===== config.mk =====
export PLATFORM = sky130hd
export DESIGN_NAME = seg7_scan_driver
export DESIGN_NICKNAME = d
export VERILOG_FILES = /design/src/rtl/seg7_pkg.sv /design/src/rtl/seg7_hex_dec.sv /design/src/rtl/seg7_scan_driver.sv
export SDC_FILE = /design/constraint.sdc
export NUM_CORES = 1
export LEC_CHECK = 0
export ABC_AREA = 1
export ABC_CLOCK_PERIOD_IN_PS = 2700
export CAP_MARGIN = 40
export CORE_ASPECT_RATIO = 1.25
export CORE_MARGIN = 2
export CORE_UTILIZATION = 56
export DETAILED_ROUTE_END_ITERATION = 8
export GPL_TIMING_DRIVEN = 0
export PLACE_DENSITY = 0.91
export SYNTH_ARGS = -nofsm -noshare
export SYNTH_HDL_FRONTEND = slang
export SYNTH_SLANG_ARGS = --single-unit

===== constraint.sdc =====
create_clock -name clk -period 2.7 [get_ports clk]
set_clock_uncertainty 0.1 [all_clocks]
set_input_delay 0.54 -clock clk [delete_from_list [all_inputs] [get_ports clk]]
set_output_delay 0.54 -clock clk [all_outputs]
set_load 0.05 [all_outputs]

===== src/rtl/seg7_pkg.sv =====
// Shared types, constants and the hex-to-segment table for the 7-segment scan driver.
// Latency: n/a (constants and a pure function only).
// Backpressure: n/a.
package seg7_pkg;

  // Segment vector ordered {g,f,e,d,c,b,a}, active-low (0 = lit).
  typedef logic [6:0] seg_t;

  // All segments dark.
  localparam seg_t SEG_OFF = 7'b1111111;

  // Hex glyphs 0..F, active-low. Lower-case b and d keep them distinct from 8 and 0.
  localparam seg_t HEX_SEG [16] = '{
    7'b1000000,  // 0
    7'b1111001,  // 1
    7'b0100100,  // 2
    7'b0110000,  // 3
    7'b0011001,  // 4
    7'b0010010,  // 5
    7'b0000010,  // 6
    7'b1111000,  // 7
    7'b0000000,  // 8
    7'b0010000,  // 9
    7'b0001000,  // A
    7'b0000011,  // b
    7'b1000110,  // C
    7'b0100001,  // d
    7'b0000110,  // E
    7'b0001110   // F
  };

  // Look up the active-low glyph for one nibble.
  function automatic seg_t hex2seg(input logic [3:0] nib);
    return HEX_SEG[nib];
  endfunction

endpackage


===== src/rtl/seg7_hex_dec.sv =====
// Combinational nibble-to-segment decoder (active-low {g,f,e,d,c,b,a}).
// Latency: 0 cycles, purely combinational.
// Backpressure: none; output follows input continuously.
module seg7_hex_dec
  import seg7_pkg::*;
(
  input  logic [3:0] nib,
  output seg_t       seg
);

  assign seg = hex2seg(nib);

endmodule


===== src/rtl/seg7_scan_driver.sv =====
// Time-multiplexed N-digit common-anode 7-segment driver; commits new data only at frame boundaries.
// Latency: seg/an/frame_start registered (1 cycle after scan state); pending is direct from the pending flag.
// Backpressure: none; load is always accepted and the latest load wins. Build option: SEG7_LZB_EN enables leading-zero blanking.
module seg7_scan_driver
  import seg7_pkg::*;
#(
  parameter int N_DIGITS    = 4,
  parameter int REFRESH_DIV = 27000,
  parameter int BLANK_CYC   = 16
) (
  input  logic                  clk,
  input  logic                  rst_n,
  input  logic [4*N_DIGITS-1:0] data,
  input  logic                  load,
  input  logic [N_DIGITS-1:0]   digit_en,
  output logic [6:0]            seg,
  output logic [N_DIGITS-1:0]   an,
  output logic                  pending,
  output logic                  frame_start
);

  localparam int CW = $clog2(REFRESH_DIV);
  localparam int IW = (N_DIGITS > 1) ? $clog2(N_DIGITS) : 1;
  localparam int DW = 4 * N_DIGITS;

  localparam logic [CW-1:0] CNT_LAST  = CW'(REFRESH_DIV - 1);
  localparam logic [CW-1:0] CNT_BLANK = CW'(BLANK_CYC);
  localparam logic [IW-1:0] IDX_LAST  = IW'(N_DIGITS - 1);

  // Scan state.
  logic [CW-1:0] cnt;
  logic [IW-1:0] idx;
  logic          tick;
  logic          wrap;
  logic          commit;

  // Data path: pending register holds the latest load, shadow is what is displayed.
  logic [DW-1:0] pend_reg;
  logic          pend_v;
  logic [DW-1:0] shadow;

  // Current-digit selection and visibility.
  logic [3:0]          nib;
  logic                en_cur;
  logic                lzb_cur;
  logic                blank_done;
  logic                visible;
  seg_t                seg_dec;
  logic [N_DIGITS-1:0] an_nxt;
  logic [N_DIGITS-1:0] lzb_dark;

  assign tick   = (cnt == CNT_LAST);
  assign wrap   = tick && (idx == IDX_LAST);
  // A commit only happens on the tick that returns the index to digit 0.
  assign commit = wrap && pend_v;

  // Prescaler: counts one refresh slot and wraps.
  always_ff @(posedge clk or negedge rst_n) begin
    if (!rst_n) begin
      cnt <= '0;
    end else if (tick) begin
      cnt <= '0;
    end else begin
      cnt <= cnt + CW'(1);
    end
  end

  // Digit index: advances once per slot, wraps at the last digit.
  always_ff @(posedge clk or negedge rst_n) begin
    if (!rst_n) begin
      idx <= '0;
    end else if (tick) begin
      idx <= (idx == IDX_LAST) ? '0 : idx + IW'(1);
    end
  end

  // Pending capture: a same-cycle load overrides the clear so the new word waits for the next frame.
  always_ff @(posedge clk or negedge rst_n) begin
    if (!rst_n) begin
      pend_reg <= '0;
      pend_v   <= 1'b0;
    end else if (load) begin
      pend_reg <= data;
      pend_v   <= 1'b1;
    end else if (commit) begin
      pend_v   <= 1'b0;
    end
  end

  // Shadow commit: takes the pre-edge pend_reg, so a coincident load is not shown mid-frame.
  always_ff @(posedge clk or negedge rst_n) begin
    if (!rst_n) begin
      shadow <= '0;
    end else if (commit) begin
      shadow <= pend_reg;
    end
  end

`ifdef SEG7_LZB_EN
  // Leading-zero mask: a digit is dark when it and every digit above it are zero; digit 0 always shows.
  always_comb begin
    logic seen;
    seen     = 1'b0;
    lzb_dark = '0;
    for (int i = N_DIGITS - 1; i >= 1; i--) begin
      seen        = seen | (shadow[4*i +: 4] != 4'h0);
      lzb_dark[i] = !seen;
    end
  end
`else
  // No leading-zero blanking in this build: no digit is ever suppressed by value.
  assign lzb_dark = '0;
`endif

  // Digit mux: pick the nibble, live enable and blank flag for the digit being scanned.
  always_comb begin
    nib     = 4'h0;
    en_cur  = 1'b0;
    lzb_cur = 1'b0;
    for (int i = 0; i < N_DIGITS; i++) begin
      if (idx == IW'(i)) begin
        nib     = shadow[4*i +: 4];
        en_cur  = digit_en[i];
        lzb_cur = lzb_dark[i];
      end
    end
  end

  // Inter-digit gap at the start of each slot keeps the previous digit from ghosting.
  assign blank_done = (cnt >= CNT_BLANK);
  assign visible    = blank_done && en_cur && !lzb_cur;

  seg7_hex_dec u_hex_dec (
    .nib (nib),
    .seg (seg_dec)
  );

  // Anode pattern: at most the scanned digit is pulled low.
  always_comb begin
    an_nxt = '1;
    for (int i = 0; i < N_DIGITS; i++) begin
      if (visible && (idx == IW'(i))) begin
        an_nxt[i] = 1'b0;
      end
    end
  end

  // Output registers: one cycle behind the scan state, glitch-free to the pins.
  always_ff @(posedge clk or negedge rst_n) begin
    if (!rst_n) begin
      seg         <= SEG_OFF;
      an          <= '1;
      frame_start <= 1'b0;
    end else begin
      seg         <= visible ? seg_dec : SEG_OFF;
      an          <= an_nxt;
      frame_start <= wrap;
    end
  end

  assign pending = pend_v;

  // Never drive two anodes at once.
  a_one_anode : assert property (@(posedge clk) disable iff (!rst_n) $onehot0(~an));

endmodule


==> impl_results.md, run 1 <==
- Status: complete, no violations
- Final Cell Area: 0.00376 sq mm
- Synth unique cells: 28
- Total CTS buffers: 9
- Drt initial violations: 122
- CTS Hold Bufs: 0
- CP top delay family: buffers and inverters
- PortBufs: 34
- Max stage delay on crit path: 0.79 ns
- Clock group share of total power: 0.410
- CTS tree: yes
- DR pass1 iterations: 4
- Die ar.: 0.00622 sq mm
- Largest net degree at the start of global routing: 36
- Filler cell count: 427
- Vias: 2,587
- Register area share after synthesis: 0.499
- Critical Path RT: 2.06 ns
- RSZ-0062 raised after global routing: no
- Top cells by area, synth: dfrtp_1, nand2_1, dfstp_2
- Top cell type's share of synthesized area: 0.407
- Pwr Density: 492 mW/mm^2
- Crit. End Element: output port
- Synth Warn #: 0
- Initial antenna violation count: 0
- Crit path DAT: 1.64 ns
- Register Area: 0.00157 sq mm
- Routed len/inst: 11.9 microns
- Syn nets: 427
- Io pins: 36
- Share of layout cells above drive strength 1: 0.115
- Switching Fraction: 0.232
- Worst-path fanout max: 1
- Syn_area_per_cell: 8.00 sq um
- Antenna Nets Post-Route: 0
- Multi-input logic area: 0.00137 sq mm
- Max Slew Vio Count: 0
- Starting density of the core: 0.580
- Max-Cap Viols: 0
- Slew headroom: 0.486
- Buffer levels on the longest clock path: 2
- Total grt overflow: 0
- Die X: 70.9 microns
- Non-filler cells, final: 507
- DRC viols: 0
- Mapped Cells: 392
- LEAKAGE: 0.00199 uW
- Combinational Power Share: 0.064
- Clock Latency Late Sink: 0.35 ns
- Switching pwr: 429 uW
- Routability cong.: 0.884
- Placement Cell Area: 0.00357 sq mm
- Resize count post-CTS: 0
- Detailed Route WL: 6030 microns
- WS Path Type: reg -> out
- Final Critical Period: 2.28 ns
- Vias in the first global route: 2,480
- Worst VDD drop: 0.361 mV
- Yosys top cell by area: dfrtp_1
- Root Buffer: clkbuf_8
- First-pass GRT wire length: 10,400 microns
- Yosys reg bits: 62
- H-tree Lvls: 3
- GRT Total Usage: 0.215
- Total core area: 0.00541 sq mm
- Hold Crit Class: in -> async
- Synthesis-to-layout area growth: 19.9%
- Post-DR vias/cell: 5.10
- Placement row count: 30
- Critical path cell sequence: clkdlybuf4s50_1
- P_int: 1420 uW
- Final nets: 473
- Synth Cell Area: 0.00314 sq mm
- Ant diodes: 0
- Worst-path clk slew: 0.07 ns
- Final worst path period share: 0.845
- Chip height: 87.7 microns
- Worst slew pin tran: 0.771 ns
- Fmax: 438 MHz
- Placed insts: 491
- Hold Fails Final Rpt: 0
- Slowest CP cell: clkdlybuf4s50_1
- Commonest non-fill, non-tap cell in the layout: nand2_1
- Commonest non-fill, non-tap cells in the layout: nand2_1, dfrtp_1, clkdlybuf4s50_1, inv_1
- CP Buf/Inv Count: 1
- # setup viols final: 0
- Reg power frac: 0.526
- Post-CTS Setup Inserts: 0
- Hold WS: 0.168 ns
- CP startpoint kind: register
- DP Wirelength: 4380 microns
- CTS sink count: 62
## Yosys cell counts
cell type / instances
nand3b_1: 1
nand2_1: 164
nand2_2: 3
o21ai_0: 5
clkbuf_8: 1
nand2_4: 2
nand4_1: 6
nor2_1: 28
xor2_1: 8
dfstp_2: 11
clkinv_1: 1
inv_2: 5
clkbuf_1: 3
a21oi_1: 10
inv_1: 32
nor3_4: 2
buf_2: 2
ha_1: 12
nand3_1: 28
nor4_1: 1
o211ai_1: 1
or2_2: 4
nor2_4: 1
nor3_1: 5
nor2_2: 2
dfrtp_1: 51
a21boi_0: 1
buf_6: 2
## final timing paths
path                             start          end  slack (ns)  cells past startpoint
min reg2reg                pend_reg[9]  pend_reg[9]        0.37                      2
min                              rst_n       cnt[1]        0.17                      1
max reg2reg                     idx[0]       seg[0]        0.44                     12
max                              an[1]        an[1]        0.42                      1
max in group asynchronous        rst_n       seg[3]        1.64                      2
min in group clk           pend_reg[9]  pend_reg[9]        0.37                      2
## layout make-up
cell class	instances	share of cell area
Sequential cell	62	0.416
Timing Repair Buffer	35	0.0945
Buffer	8	0.0153
Tap cell	64	0.0213
Clock buffer	14	0.0459
Clock inverter	2	0.00399
Multi-Input combinational cell	284	0.365
Inverter	38	0.0379
## power groups by stage
stage	sequential [uW]	clock, uW	combinational (uW)
3_5_place_dp	989	0	120
4_1_cts	973	761	121
6_report	973	757	119
3_3_place_gp	987	0	114
5_1_grt	975	806	133
2_1_floorplan	1010	0	32.5
## stage by stage
| step | setup WS, ns | power, uW | utilization | TNS (ns) |
|---|---|---|---|---|
| floorplan | 0.733 | 1040 | - | 0 |
| global placement | -0.788 | 1100 | 0.658 | -41.86 |
| detailed placement | 0.497 | 1110 | 0.661 | 0 |
| CTS | 0.406 | 1850 | 0.695 | 0 |
| global route | 0.244 | 1910 | 0.695 | 0 |
| finish | 0.417 | 1850 | 0.695 | 0 |
## metal layers
metal,up-vias,GRT usage,wire length (microns)
met2,83,0.376,3090
li1,1309,-,-
met3,23,0.0414,283
met5,-,0,0
met4,0,0.136,216
met1,1172,0.241,2440
## cell families after synthesis
group                    count (synthesis)  share of synthesized area
AND/OR/NAND/NOR                        247                      0.338
flip-flops                              62                      0.499
buffers and inverters                   46                     0.0638
AO/OA/AOI/OAI                           17                     0.0287
adder cells (fa/ha/maj)                 12                     0.0479
XOR/XNOR                                 8                     0.0223
(Power assumes the default switching activity.)
==> run 2, diff against run 1 <==
ABC_CLOCK_PERIOD_IN_PS = 2200   (was 2700)
clock period = 2.2 ns   (was 2.7 ns; I/O delays follow)
==> run 2 against run 1 <==
Total power rose by 23%. Register-to-register slack worse by 0.34 ns. Final cell count increased by 0.20%. First-iteration DRC count is 37% higher. Critical endpoint unchanged. Highest routed layer unchanged.
==> impl_results.md, run 2 (synthesis results as in run 1) <==
- R2r setup slk: 0.10 ns
- Crit. End Element: output port
- Buffer levels on the longest clock path: 2
- Initial antenna violation count: 0
- GRT Total Usage: 0.215
- P_int: 1740 uW
- Critical Path RT: 1.66 ns
- Total grt overflow: 0
- Slew headroom: 0.491
- Switching pwr: 523 uW
- Hold Crit Class: in -> async
- Die ar.: 0.00622 sq mm
- Root Buffer: clkbuf_8
- Post-DR vias/cell: 5.14
- Routed len/inst: 12.1 microns
- R2R cell count: 12
- Switching Fraction: 0.231
- Filler cell count: 414
- CP startpoint kind: register
- Final nets: 474
- Fmax: 459 MHz
- Routability cong.: 0.884
- Critical path cell sequence: clkdlybuf4s50_1
- Slowest CP cell: clkdlybuf4s50_1
- DP Wirelength: 4380 microns
- Final worst path period share: 0.991
- Ant diodes: 0
- R2R Path End: seg[0]
- CP top delay family: buffers and inverters
- First-pass GRT wire length: 10,400 microns
- Worst VDD drop: 0.442 mV
- Io pins: 36
- Power, Total: 2270 uW
- Vias: 2,612
- Final setup margin: 0.0199 ns
- Reg power frac: 0.527
- WS Path Type: reg -> out
- Largest net degree at the start of global routing: 36
- Multi-input logic area: 0.00140 sq mm
- Worst slew pin tran: 0.763 ns
- Crit path DAT: 1.64 ns
- Commonest non-fill, non-tap cell in the layout: nand2_1
- Place WS: -0.00269 ns
- Register Area: 0.00157 sq mm
- H-tree Lvls: 3
- Max Slew Vio Count: 0
- Pwr Density: 594 mW/mm^2
- Placement row count: 30
- Worst R2R Start: idx[0]
- Starting density of the core: 0.580
- CP Buf/Inv Count: 1
- Die X: 70.9 microns
- # setup viols final: 0
- Antenna Nets Post-Route: 0
- Total CTS buffers: 9
- DR pass1 iterations: 4
- Hold Fails Final Rpt: 0
- PortBufs: 34
- Chip height: 87.7 microns
- CTS sink count: 62
- CTS Hold Bufs: 0
- Clock Latency Late Sink: 0.34 ns
- DRC viols: 0
- Commonest non-fill, non-tap cells in the layout: nand2_1, dfrtp_1, inv_1, nor2_1, clkdlybuf4s50_1
- Final Critical Period: 2.18 ns
- Worst-path clk slew: 0.07 ns
- Combinational Power Share: 0.064
- Max stage delay on crit path: 0.79 ns
- Drt initial violations: 167
- Clock group share of total power: 0.409
- Share of layout cells above drive strength 1: 0.137
- Status: complete, no violations
- Synthesis-to-layout area growth: 21.7%
- Worst-path fanout max: 1
- Total core area: 0.00541 sq mm
- CTS tree: yes
- Detailed Route WL: 6160 microns
- LEAKAGE: 0.00203 uW
- Vias in the first global route: 2,480
- Max-Cap Viols: 0
run 2: changes by cell type in the layout (fill, tap and decap cells not counted), sizes merged:
| cell | previous run | this run |
|---|---|---|
| buf | 6 | 7 |
| clkdlybuf4s50 | 33 | 28 |
| dlymetal6s2s | 0 | 5 |
run 2: what timing repair did:
action / in CTS / in global routing
buffers inserted: 0 / 1
cloned: 0 / 0
setup endpoints to repair: 2 / 12
pin swaps: 0 / 1
resized for setup: 1 / 19
run 2: final cells by class:
| class | count | area share |
|---|---|---|
| Clock buffer | 14 | 0.0453 |
| Inverter | 38 | 0.0380 |
| Sequential cell | 62 | 0.410 |
| Multi-Input combinational cell | 284 | 0.366 |
| Timing Repair Buffer | 36 | 0.0984 |
| Buffer | 8 | 0.0174 |
| Tap cell | 64 | 0.0210 |
| Clock inverter | 2 | 0.00394 |
run 2: metrics by stage:
| stage | util | area [sq um] | cells | hold slack [ns] | TNS (ns) |
|---|---|---|---|---|---|
| after global routing | 0.706 | 3810 | 508 | 0.141 | -0.0508 |
| after detailed placement | 0.661 | 3570 | 491 | 0.356 | -0.00357 |
| after global placement | 0.658 | 3560 | 490 | 0.350 | -66.66 |
| after floorplan | - | 3140 | 392 | 0.0444 | 0 |
| final | 0.706 | 3810 | 508 | 0.0675 | 0 |
| after CTS | 0.696 | 3760 | 507 | 0.0929 | 0 |
run 2: worst max-delay path by stage:
stage | slack, ns | to | depth (start not counted) | startpoint
2_1_floorplan | 0.23 | seg[0] | 12 | idx[0]
3_3_place_gp | -1.19 | shadow[10] | 1 | rst_n
3_5_place_dp | -0.003 | seg[0] | 12 | idx[0]
4_1_cts | 0.006 | an[0] | 1 | an[0]
5_1_grt | -0.03 | seg[0] | 15 | idx[1]
6_report | 0.02 | an[1] | 1 | an[1]
run 2: layer usage:
metal	up-vias	wire length, microns	GRT usage
met5	-	0	0
met4	0	292	0.136
met3	30	281	0.0414
met2	79	3130	0.376
met1	1195	2460	0.241
li1	1308	-	-
run 2: power groups by stage:
stage	Clock, uW	Sequential [uW]	Combinational (uW)
final	926	1190	146
after global routing	989	1200	163
after CTS	934	1190	149
after detailed placement	0	1210	147
after global placement	0	1210	140
after floorplan	0	1240	39.8
==> RTL change (settings of run 1) <==
The option `SEG7_LZB_EN` is turned on by a define.
--- a/src/rtl/seg7_scan_driver.sv
+++ b/src/rtl/seg7_scan_driver.sv
@@ -2,4 +2,6 @@
 // Latency: seg/an/frame_start registered (1 cycle after scan state); pending is direct from the pending flag.
 // Backpressure: none; load is always accepted and the latest load wins. Build option: SEG7_LZB_EN enables leading-zero blanking.
+`define SEG7_LZB_EN
+
 module seg7_scan_driver
   import seg7_pkg::*;
Formal check against the unedited RTL: same outputs for any inputs over 10 cycles, from zero or initial values and one cycle with rst_n low; that may be too few to reach the edited logic, so the function may still have changed.
==> RTL change against run 1 <==
  * Sequential power about the same
  * Critical path depth stayed put
  * Clock power is 21% higher
  * Total power up 8.6%
  * Global-route usage is 1.2 points higher
  * Die area grew 1.7%
  * Register-to-register slack got worse by 40 ps
  * Final area grew 2.5%
  * Area after synthesis rose by 1.8%
  * Wire length grew 5.9%
  * Synthesized cell count is 1.3% lower
  * Sequential cell count unchanged
  * Worst setup slack worse by 33 ps
  * Critical endpoint is now seg[4]
  * Highest routed layer unchanged
==> RTL change: results <==
export IMPL_layout_drive_gt1_share_pct=13.7
export IMPL_htreeDepth=3
export IMPL_grt_pass1_vias=2493
export IMPL_yosysWarnings=0
export IMPL_async_flop_share_pct=100
export IMPL_nets=468
export IMPL_clockBufferDepth=2
export IMPL_antennaDiodeCount=0
export IMPL_ys_top_cells_by_count="111 x nand2_1, 51 x dfrtp_1, 41 x inv_1"
export IMPL_grt_pass1_wl_um=11100
export IMPL_hpwl_um=4740
export IMPL_gp_congestion=0.931
export IMPL_critPathMaxFanout=1
export IMPL_rrSetupSlack_ps=400
export IMPL_drt_iter0_drc=205
export IMPL_port_buffers=34
export IMPL_wl_per_cell_um=12.7
export IMPL_grt_usage_pct=22.6
export IMPL_crit_arrival_ps=1680
export IMPL_crit_family="buffers and inverters"
export IMPL_syn_num_nets=422
export IMPL_nFillCells=411
export IMPL_num_vias=2636
export IMPL_slew_headroom_pct=53.0
export IMPL_status="complete, no violations"
export IMPL_vias_per_cell=5.25
export IMPL_dp_cells=486
export IMPL_netlist_instances=387
export IMPL_leakage_nw=1.92
export IMPL_yosysSeqAreaShare_pct=49.0
export IMPL_hold_class="primary input to async pin"
export IMPL_grt_max_degree=33
export IMPL_postCtsSetupBuffers=0
export IMPL_ys_types=29
export IMPL_netlist_top_cells_area="dfrtp_1 40%, nand2_1 13%, dfstp_2 9.1%, nand3_1 6.0%, inv_1 4.8%"
export IMPL_root_buffer="clkbuf_8"
export IMPL_max_vdd_ir_drop_uv=490
==> RTL change: cell types whose count changed after synthesis, sizes merged, moves of 3 or more <==
cell	run 1	this run
nand2	169	119
o21ai	5	26
a21oi	10	13
nand3	28	38
inv	37	43
nor2	31	38
or2	4	1
==> RTL change: worst paths after layout <==
| kind | cells past startpoint | from | endpoint |
|---|---|---|---|
| setup / recovery | 1 | seg[4]$_DFF_PN1_ | seg[4] |
| hold / removal | 1 | rst_n | shadow[5]$_DFFE_PN0P_ |
| setup reg to reg | 12 | idx[1]$_DFFE_PN0N_ | seg[3]$_DFF_PN1_ |
| hold reg to reg | 2 | pend_reg[15]$_DFFE_PN0P_ | pend_reg[15]$_DFFE_PN0P_ |
| max in group asynchronous | 2 | rst_n | seg[0]$_DFF_PN1_ |
| min in group clk | 2 | pend_reg[15]$_DFFE_PN0P_ | pend_reg[15]$_DFFE_PN0P_ |
==> RTL change: per-stage QoR <==
stage	setup WS (ps)	hold slack, ps	setup TNS (ps)	area (um2)
CTS	262	149	0	3850
global route	140	193	0	3850
detailed placement	287	370	0	3630
floorplan	639	144	0	3190
finish	385	137	0	3850
global placement	-777	357	-41250	3610
==> RTL change: logic make-up (layout without fill, tap and decap cells) <==
| group | after synthesis | after routing | share of synthesized area, % |
|---|---|---|---|
| xor gates and xnor gates | 8 | 8 | 2.20 |
| buffers and inverters | 51 | 102 | 6.59 |
| AOI/OAI and AO/OA | 41 | 41 | 7.76 |
| DFF | 62 | 62 | 49.0 |
| adders and majority gates | 12 | 12 | 4.70 |
| and+or+nand+nor | 213 | 213 | 29.7 |
==> RTL change: report_power, final <==
part           switching, mW  internal, mW  total, mW
clock                  0.373         0.541      0.914
combinational         0.0741        0.0505      0.125
sequential            0.0100         0.960      0.970
total                  0.457          1.55       2.01
==> RTL change: layout make-up <==
type / count / share of cell area (%)
well taps: 64 / 2.08
clock inverters: 6 / 2.21
inverters: 43 / 4.19
multi-input cells: 274 / 36.9
repair buffers: 35 / 9.22
plain buffers: 8 / 1.27
flip-flops and latches: 62 / 40.6
clock buffers: 10 / 3.57
==> RTL change: what timing repair did <==
action / 4_1_cts / 5_1_grt
gates resized for setup: 0 / 1
setup endpoints to repair: 0 / 2
hold buffers: 0 / 0
==> RTL change: per-layer routing <==
layer  vias to the layer above  routed length, um  part of all wire [%]  global-route usage [%]
met1                      1238               2650                    42                    26.6
met5                         -                  0                     0                       0
li1                       1325                  -                     -                       -
met3                        14                240                   3.8                    5.81
met2                        59               3340                    52                    38.7
met4                         0                148                   2.3                    11.0
